--- config.mk ---
export PLATFORM = sky130hd
export DESIGN_NAME = sysid_read_port_flat
export DESIGN_NICKNAME = d
export VERILOG_FILES = /design/src/rtl/sysid_boot_checker_if.sv /design/src/rtl/sysid_read_port.sv /design/src/flat_wrapper.sv
export SDC_FILE = /design/constraint.sdc
export NUM_CORES = 1
export LEC_CHECK = 0
export CORE_MARGIN = 5
export CORE_UTILIZATION = 30
export CTS_BUF_LIST = sky130_fd_sc_hd__clkbuf_2 sky130_fd_sc_hd__clkbuf_4 sky130_fd_sc_hd__clkbuf_8
export CTS_CLUSTER_SIZE = 20
export DETAILED_ROUTE_END_ITERATION = 10
export GPL_TIMING_DRIVEN = 0
export HOLD_SLACK_MARGIN = 0.12
export PLACE_DENSITY = 0.72
export REMOVE_ABC_BUFFERS = 1
export SLEW_MARGIN = 30
export SYNTH_ARGS = -nofsm -noshare
export SYNTH_HDL_FRONTEND = slang
export SYNTH_SLANG_ARGS = --single-unit
export TNS_END_PERCENT = 20
--- constraint.sdc ---
create_clock -name clock -period 1.9 [get_ports clock]
set_clock_uncertainty 0.05 [all_clocks]
set_input_delay 0.285 -clock clock [delete_from_list [all_inputs] [get_ports clock]]
set_output_delay 0.285 -clock clock [all_outputs]
set_load 0.01 [all_outputs]
--- src/rtl/sysid_boot_checker_if.sv ---
// Avalon-MM read-only link between the boot checker and the sysid slave.
//   master : avm_address/avm_read out, avm_waitrequest/avm_readdata in
//   slave  : mirror image
interface sysid_boot_checker_if;
  logic        avm_address;
  logic        avm_read;
  logic        avm_waitrequest;
  logic [31:0] avm_readdata;

  modport master (output avm_address, avm_read,
                  input  avm_waitrequest, avm_readdata);
  modport slave  (input  avm_address, avm_read,
                  output avm_waitrequest, avm_readdata);
endinterface

--- src/rtl/sysid_read_port.sv ---
// Single-access Avalon read engine.
//   req/addr : one-cycle request; strobe is raised on the next edge
//   accept   : read accepted this cycle (strobe high, waitrequest low)
//   ack      : read data valid this cycle (rdata)
//   timeout  : last tolerated stall cycle; strobe drops on the next edge
//   avm      : Avalon master side
module sysid_read_port #(
  parameter int unsigned READ_LATENCY   = 0,
  parameter int unsigned TIMEOUT_CYCLES = 255
) (
  input  logic                        clock,
  input  logic                        reset_n,
  input  logic                        req,
  input  logic                        addr,
  sysid_boot_checker_if.master        avm,
  output logic                        accept,
  output logic                        ack,
  output logic                        timeout,
  output logic [31:0]                 rdata
);
  logic        rd;
  logic        rd_addr;
  logic [15:0] stall;
  logic        lat_act;
  logic [2:0]  lat_cnt;

  assign avm.avm_read    = rd;
  assign avm.avm_address = rd_addr;
  assign rdata           = avm.avm_readdata;

  assign accept  = rd && !avm.avm_waitrequest;
  // Fires on the stall cycle that brings the count to TIMEOUT_CYCLES.
  assign timeout = rd && avm.avm_waitrequest && (stall == 16'(TIMEOUT_CYCLES - 1));
  // With zero latency the data rides alongside the accept.
  assign ack     = (READ_LATENCY == 0) ? accept
                                       : (lat_act && (lat_cnt == 3'(READ_LATENCY)));

  always_ff @(posedge clock or negedge reset_n) begin
    if (!reset_n) begin
      rd      <= 1'b0;
      rd_addr <= 1'b0;
      stall   <= '0;
      lat_act <= 1'b0;
      lat_cnt <= '0;
    end else begin
      if (req) begin
        rd      <= 1'b1;
        rd_addr <= addr;
        stall   <= '0;
      end else if (rd) begin
        if (accept) begin
          rd      <= 1'b0;
          lat_act <= (READ_LATENCY != 0);
          lat_cnt <= 3'd1;
        end else if (timeout) begin
          rd <= 1'b0;
        end else begin
          stall <= stall + 16'd1;
        end
      end
      if (lat_act) begin
        if (ack) lat_act <= 1'b0;
        else     lat_cnt <= lat_cnt + 3'd1;
      end
    end
  end
endmodule

--- src/flat_wrapper.sv ---
// flat-port wrapper written by rule: the top's interface ports become plain ports
module sysid_read_port_flat 
#(
  parameter int unsigned READ_LATENCY   = 0,
  parameter int unsigned TIMEOUT_CYCLES = 255
)
  (clock, reset_n, req, addr, accept, ack, timeout, rdata, avm_avm_address, avm_avm_read, avm_avm_waitrequest, avm_avm_readdata);
  sysid_boot_checker_if avm_i ();
  input  logic clock;
  input  logic reset_n;
  input  logic req;
  input  logic addr;
  output logic accept;
  output logic ack;
  output logic timeout;
  output logic [31:0] rdata;
  output wire logic [$bits(avm_i.avm_address)-1:0] avm_avm_address;
  output wire logic [$bits(avm_i.avm_read)-1:0] avm_avm_read;
  input wire logic [$bits(avm_i.avm_waitrequest)-1:0] avm_avm_waitrequest;
  input wire logic [$bits(avm_i.avm_readdata)-1:0] avm_avm_readdata;
  assign avm_avm_address = avm_i.avm_address;
  assign avm_avm_read = avm_i.avm_read;
  assign avm_i.avm_waitrequest = avm_avm_waitrequest;
  assign avm_i.avm_readdata = avm_avm_readdata;
  sysid_read_port #(.READ_LATENCY(READ_LATENCY), .TIMEOUT_CYCLES(TIMEOUT_CYCLES)) u_core (.clock(clock), .reset_n(reset_n), .req(req), .addr(addr), .avm(avm_i), .accept(accept), .ack(ack), .timeout(timeout), .rdata(rdata));
endmodule
---- Yosys cells after proc, flatten, opt, wreduce, memory -nomap -nowiden ----
Cells that the tools add are included.
word-level totals
  bits in registers ....................... 18
  input port bits ......................... 37
  output and inout bits ................... 37
  logic and storage cells ................. 21
operators by class
  add/sub/neg operators ................... 1
  equal/unequal tests ..................... 3
  muxes and demuxes ....................... 8
  reductions and logical operators ........ 6
operator list
  kind                                                                     count
  16-bit two-way mux                                                       4
  16-bit by 1-bit adder with 16-bit output (second input constant)         1
  16-bit by 8-bit equality test with 1-bit output (second input constant)  1
  1-bit two-way mux                                                        4
  2-bit != test (second input constant)                                    2
  1-bit logical AND                                                        3
  3-bit AND reduction                                                      1
  2-bit nonzero test                                                       1
  1-bit zero test                                                          1

---- Depth between registers and ports, before layout ----
Gate-level depths: netlist (run 1).
  depth in word-level cells ............... 6
  gate-level depth with buffers ........... 7
  mapped depth without buffers ............ 6

---- Least setup slack after synthesis (run 1) ----
Ideal clock, no wire load.
  kind .................................... register -> output
  start ................................... register u_core.stall[11]
  end ..................................... output port timeout
  data arrival time ....................... 1830 ps
  data required time ...................... 1565 ps
  slack ................................... -265 ps
  cell stages (with the launch flop) ...... 4
  buffers on the path ..................... 0
  cell sequence ........................... dfrtp_1 > or4_4 > or4b_4 > nor3_1
between the ends
  word-level cells in the longest chain between the ends .. 2
ends and longest elaborated chain
  what                                             RTL line               source
  start, declared                                  sysid_read_port.sv:23  logic [15:0] stall;
  start signal, assigned                           sysid_read_port.sv:58  stall <= stall + 16'd1;
  16-bit by 8-bit equality test with 1-bit output  sysid_read_port.sv:33  assign timeout = rd && avm.avm_waitrequest && (stall == 16'(TIMEOUT_CYCLES - 1));
  1-bit logical AND                                sysid_read_port.sv:33
  end, declared                                    flat_wrapper.sv:15     output logic timeout;
Every way passes these cells.

---- Worst setup path in the final report (run 1) ----
  start ................................... register u_core.stall[8]
  end ..................................... output port timeout
Same word-level chain as after synthesis.

==> flow_summary.toml, run 1 <==
[worst_setup_path]
crit_type = "register to output pin"
cp-end-kind = "output pin"
startpoint_type = "register"
crit_chain = "or4_4 -> or4b_4 -> nor3_4 -> buf_2"
crit_path_top_delay_cell = "or4b_4"
crit_buf_inv = 1
critPathMaxStageDelay_ns = 0.55
path_delay_family = "simple AND/OR/NAND/NOR gates"
cp.depth = 4
r2r_cells = 7
worst_ep_required_time_ns = 1.56
cp.arrival_ns = 2.02
crit_fanout = 2

[floorplan]
dieArea_sq_um = 5700
io_pins = 74
die_h_um = 75.5
rows = 23
core_sq_um = 4090
start_util_pct = 31.5
dieWidth_um = 75.5

[drt]
routed_wl_um = 3700
drt_iter0_drc = 53
wire_per_inst_um = 20.5
drc_errors = 0
dr_total_vias = 945
postRouteAntennaNets = 0
dr.pass1.iters = 4
viasPerCell = 5.25

[outcome]
violations = "negative setup slack"
status = "complete, but fails checks"

[global_routing]
grt_pass1_vias = 943
grtUsageMet1_pct = 16.8
grt_use_met2_pct = 16.4
grt_usage_pct = 13.7
grt_max_degree = 21
grt_first_pass_wirelength_um = 5430
antenna_found_initial = 0
overflow = 0
busiest_layer = "met1"
gr-usage-met3_pct = 14.5

[finish]
area_growth_pct = 5.93
final_cell_area_sq_um = 1360
final_nets = 171
diodes = 0
layout-drive-gt1-share_pct = 32.3
final_util_pct = 33.3

[clock_network]
path_clk_slew_ns = 0.07
htree_levels = 1
cts.path.max_buffers = 2
tritoncts = "built"
cts_made_buffers = 3
clock-sinks = 18
clk_latency_ns = 0.25
cts_root_buffer = "clkbuf_8"

[logic_synthesis]
syn_inst = 139
ys.flop_type = "dfrtp_1"
ys_ff_latch = 18
synth_edf_count = 0
synthesis.area_sq_um = 1290
avgSynthCellArea_sq_um = 9.25
async_reset_ff_share_pct = 100
yosysSeqAreaShare_pct = 35.0
ys_warn_count = 0
synthDistinctLibCells = 35

[sta]
fin_ws_ns = -0.455
setup_viol = 11
relSlewSlack_pct = 49.9
holdWs_ns = 0.459
hold_viol = 0
tightest_slew_ns = 0.750
min_period_ns = 2.35
rsz0062_at_grt = "yes"
max_freq_ghz = 0.425
period_share_pct = 124
drv_slew = 0

[place]
dpl_worst_slack_ns = -0.806
place.port_buffers = 9
dp_hpwl_um = 2570
placed_cell_area_sq_um = 1170
routabilityCongestion = 0.788

[flow_run]
maxCapViolCount = 0

[power_and_ir_drop]
vdd_drop_max_v = 0.000264
power.density_nw_per_um2 = 543
p_leak_nw = 0.529

[hold_path]
hold_class = "input pin to async pin"
cells in the mapped netlist, types with 3 or more instances:
cell type  count  share of area [%]
buf_4         33                 19
dfrtp_1       18                 35
nand2_1       10                2.9
a21oi_1        9                3.5
or3_1          8                3.9
nor2_1         7                2.0
o21ai_0        7                2.7
inv_1          4                1.2
nand3_1        4                1.6
nand4_1        4                1.9
nor3_1         3                1.2
nor4_1         3                1.5
worst reg2reg max path, cell delays in order (launching register included):
cell and delay (ns):
dfrtp_2 0.41, or4_4 0.52, buf_4 0.15, buf_6 0.11
nor4_4 0.31, buf_6 0.17, nor4_2 0.05, mux2_4 0.29
state kept, by name, indices dropped and copies added (netlist names):
register                count
u_core.stall               16
u_core.avm.avm_address      1
u_core.avm.avm_read         1
routing by layer:
layer | wire [um] | up-vias | share of wire, %
met5 | 0 | - | 0
met3 | 695 | 2 | 19
met4 | 14 | 0 | 0.38
met1 | 1560 | 449 | 42
li1 | - | 440 | -
met2 | 1430 | 54 | 39
final timing paths:
kind                                             start                endpoint  slack [ns]
worst max-delay path                   u_core.stall[8]                 timeout       -0.45
worst min-delay path                           reset_n         u_core.stall[4]        0.46
worst max register to register         u_core.stall[8]         u_core.stall[5]       -0.28
worst min register to register  u_core.avm.avm_address  u_core.avm.avm_address        0.46
max in group asynchronous                      reset_n         u_core.stall[2]        1.02
min in group clock              u_core.avm.avm_address  u_core.avm.avm_address        0.46
where the power goes:
| part | internal [mW] | switching [mW] | total [mW] |
|---|---|---|---|
| Sequential | 0.392 | 0.0112 | 0.403 |
| Combinational | 0.0352 | 0.0382 | 0.0734 |
| Clock | 0.141 | 0.122 | 0.263 |
cell families after synthesis:
group                      share of synthesized area, %
adders and majority gates                          1.95
AOI/OAI and AO/OA                                  9.82
buffers and inverters                              21.9
muxes                                              3.21
xor gates and xnor gates                           2.04
and+or+nand+nor                                    26.1
DFF                                                35.0
cell usage in the layout, fill, tap and decap left out, types with 2 or more instances in the layout:
| master | netlist | layout |
|---|---|---|
| mux2_4 | 2 | 2 |
| o21ai_0 | 7 | 6 |
| buf_6 | 1 | 2 |
| a21oi_1 | 9 | 8 |
| clkdlybuf4s50_1 | 0 | 6 |
| inv_1 | 4 | 4 |
| or4_4 | 2 | 2 |
| nor2_1 | 7 | 7 |
| buf_2 | 0 | 3 |
| dfrtp_2 | 0 | 7 |
| nor2b_1 | 2 | 2 |
| nor4_1 | 3 | 3 |
| buf_4 | 33 | 11 |
| xnor2_1 | 2 | 2 |
| nand4_1 | 4 | 4 |
| dfrtp_1 | 18 | 11 |
| clkbuf_8 | 0 | 3 |
| ha_1 | 2 | 2 |
| or3_1 | 8 | 8 |
| nand2_1 | 10 | 10 |
| nor3_1 | 3 | 2 |
| nand3_1 | 4 | 3 |
| or4b_4 | 1 | 2 |
what timing repair did:
| item | CTS | global route |
|---|---|---|
| pin swaps | 7 | 6 |
| cloned | 0 | 1 |
| setup endpoints to repair | 13 | 14 |
| hold endpoints to repair | 0 | 18 |
| buffers inserted | 10 | 3 |
| gates resized for setup | 11 | 10 |
| hold buffers | 0 | 1 |
metrics by stage:
| step | power [mW] | TNS (ns) | std cells |
|---|---|---|---|
| 4_1_cts | 0.748 | -0.906 | 175 |
| 3_5_place_dp | 0.483 | -3.44 | 162 |
| 6_report | 0.739 | -2.40 | 180 |
| 2_1_floorplan | 0.438 | -0.491 | 103 |
| 3_3_place_gp | 0.480 | -3.28 | 162 |
| 5_1_grt | 0.780 | -3.01 | 180 |
area by class of cell:
class                      instances  area (sq um)
clock buffer                       3          41.3
fill                             430          2720
inverter                           4          15.0
multi-input combinational         81           586
sequential                        18           459
tap                               50          62.6
timing repair buffer              24           199
(Power assumes the default switching activity.)
==> inputs of run 2 (changes only) <==
Settings changed: CORE_ASPECT_RATIO from default to 0.9.
==> flow_summary.toml, run 2 (synthesis results as in run 1) <==
[outcome]
status = "complete, but fails checks"
violations = "negative setup slack"

[drt]
dr.pass1.iters = 5
wire_per_inst_um = 20.4
dr_total_vias = 975
drt_iter0_drc = 36
postRouteAntennaNets = 0
viasPerCell = 5.54
routed_wl_um = 3600
drc_errors = 0

[power_and_ir_drop]
p_leak_nw = 0.522
vdd_drop_max_v = 0.000379
power.density_nw_per_um2 = 587
power_mw = 0.792

[floorplan]
core_sq_um = 4100
die_h_um = 72.1
start_util_pct = 31.4
io_pins = 74
rows = 22
dieWidth_um = 79.0
dieArea_sq_um = 5700

[worst_setup_path]
startpoint_type = "register"
crit_type = "register to output pin"
worst_ep_required_time_ns = 1.56
cp.arrival_ns = 2.02
crit_fanout = 2
cp-end-kind = "output pin"

[sta]
hold_viol = 0
rsz0062_at_grt = "yes"
max_freq_ghz = 0.425
tightest_slew_ns = 0.785
fin_ws_ns = -0.452
setup_viol = 9
drv_slew = 0
period_share_pct = 124
relSlewSlack_pct = 47.5
min_period_ns = 2.35

[global_routing]
grt_pass1_vias = 988
grt_usage_pct = 13.0
grt_first_pass_wirelength_um = 5590
antenna_found_initial = 0
grt_max_degree = 21
overflow = 0

[clock_network]
tritoncts = "built"
clk_latency_ns = 0.25
cts_root_buffer = "clkbuf_8"
ctsHoldBuffers = 0
clock-sinks = 18
cts_made_buffers = 3
htree_levels = 1
path_clk_slew_ns = 0.07
cts.path.max_buffers = 2

[finish]
top_register = "u_core.stall"
layout-drive-gt1-share_pct = 30.5
largest_reg_flops = 16
final_cells = 176
fillers = 413
final_cell_area_sq_um = 1350
final_nets = 168
diodes = 0
most-common-layout-cells = "11 x buf_4, 11 x dfrtp_1, 10 x nand2_1"
final_util_pct = 32.9
area_growth_pct = 4.86

[hold_path]
hold_class = "input pin to async pin"

[place]
dp_hpwl_um = 2510
placed_cell_area_sq_um = 1170
dp.cells = 160
place.port_buffers = 9
routabilityCongestion = 0.839

[flow_run]
maxCapViolCount = 0
==> run 2: what timing repair did <==
item / CTS / global route
endpoints found under the setup margin: 13 / 15
pin swaps: 6 / 4
gates resized for setup: 12 / 6
buffers inserted: 11 / 1
==> run 2: path summary, 6_finish.rpt <==
check	startpoint	endpoint	slack, ns	cells past startpoint
setup reg to reg	u_core.stall[11]	u_core.stall[5]	-0.16	6
hold / removal	reset_n	u_core.stall[9]	0.44	1
hold reg to reg	u_core.avm.avm_address	u_core.avm.avm_address	0.47	1
max in group asynchronous	reset_n	u_core.stall[2]	0.82	1
min in group clock	u_core.avm.avm_address	u_core.avm.avm_address	0.47	1
setup / recovery	u_core.stall[11]	timeout	-0.45	4
==> run 2: cell type report <==
cell class	count	area, sq um	share of cell area, %
tap	48	60.1	4.45
inverter	4	15.0	1.11
clock buffer	4	55.1	4.08
sequential	18	459	34.0
multi-input combinational	81	582	43.1
timing repair buffer	21	178	13.2
==> run 2: worst max-delay path: stages, from the launching register on <==
cell	delay, ns
dfrtp_1	0.41
or4_4	0.53
or4b_4	0.55
nor3_4	0.12
buf_2	0.15
==> run 2: where the power goes <==
part           internal [mW]  total (mW)  switching (mW)
combinational         0.0347      0.0722          0.0375
clock                  0.184       0.318           0.134
sequential             0.391       0.402          0.0103
==> run 2: metrics by stage <==
stage	setup slack (ns)	hold WS, ns	setup TNS [ns]
3_3_place_gp	-0.832	0.444	-3.36
3_5_place_dp	-0.852	0.450	-3.66
2_1_floorplan	-0.265	-0.0606	-0.491
4_1_cts	-0.450	0.467	-1.03
5_1_grt	-0.492	0.501	-1.88
6_report	-0.452	0.437	-1.26
==> run 2: routing by layer <==
layer	wire [um]	vias to the layer above	global-route usage [%]
met5	0	-	1.82
met4	17	0	2.29
met3	644	2	11.8
met2	1420	61	16.1
met1	1520	478	16.4
li1	-	434	-
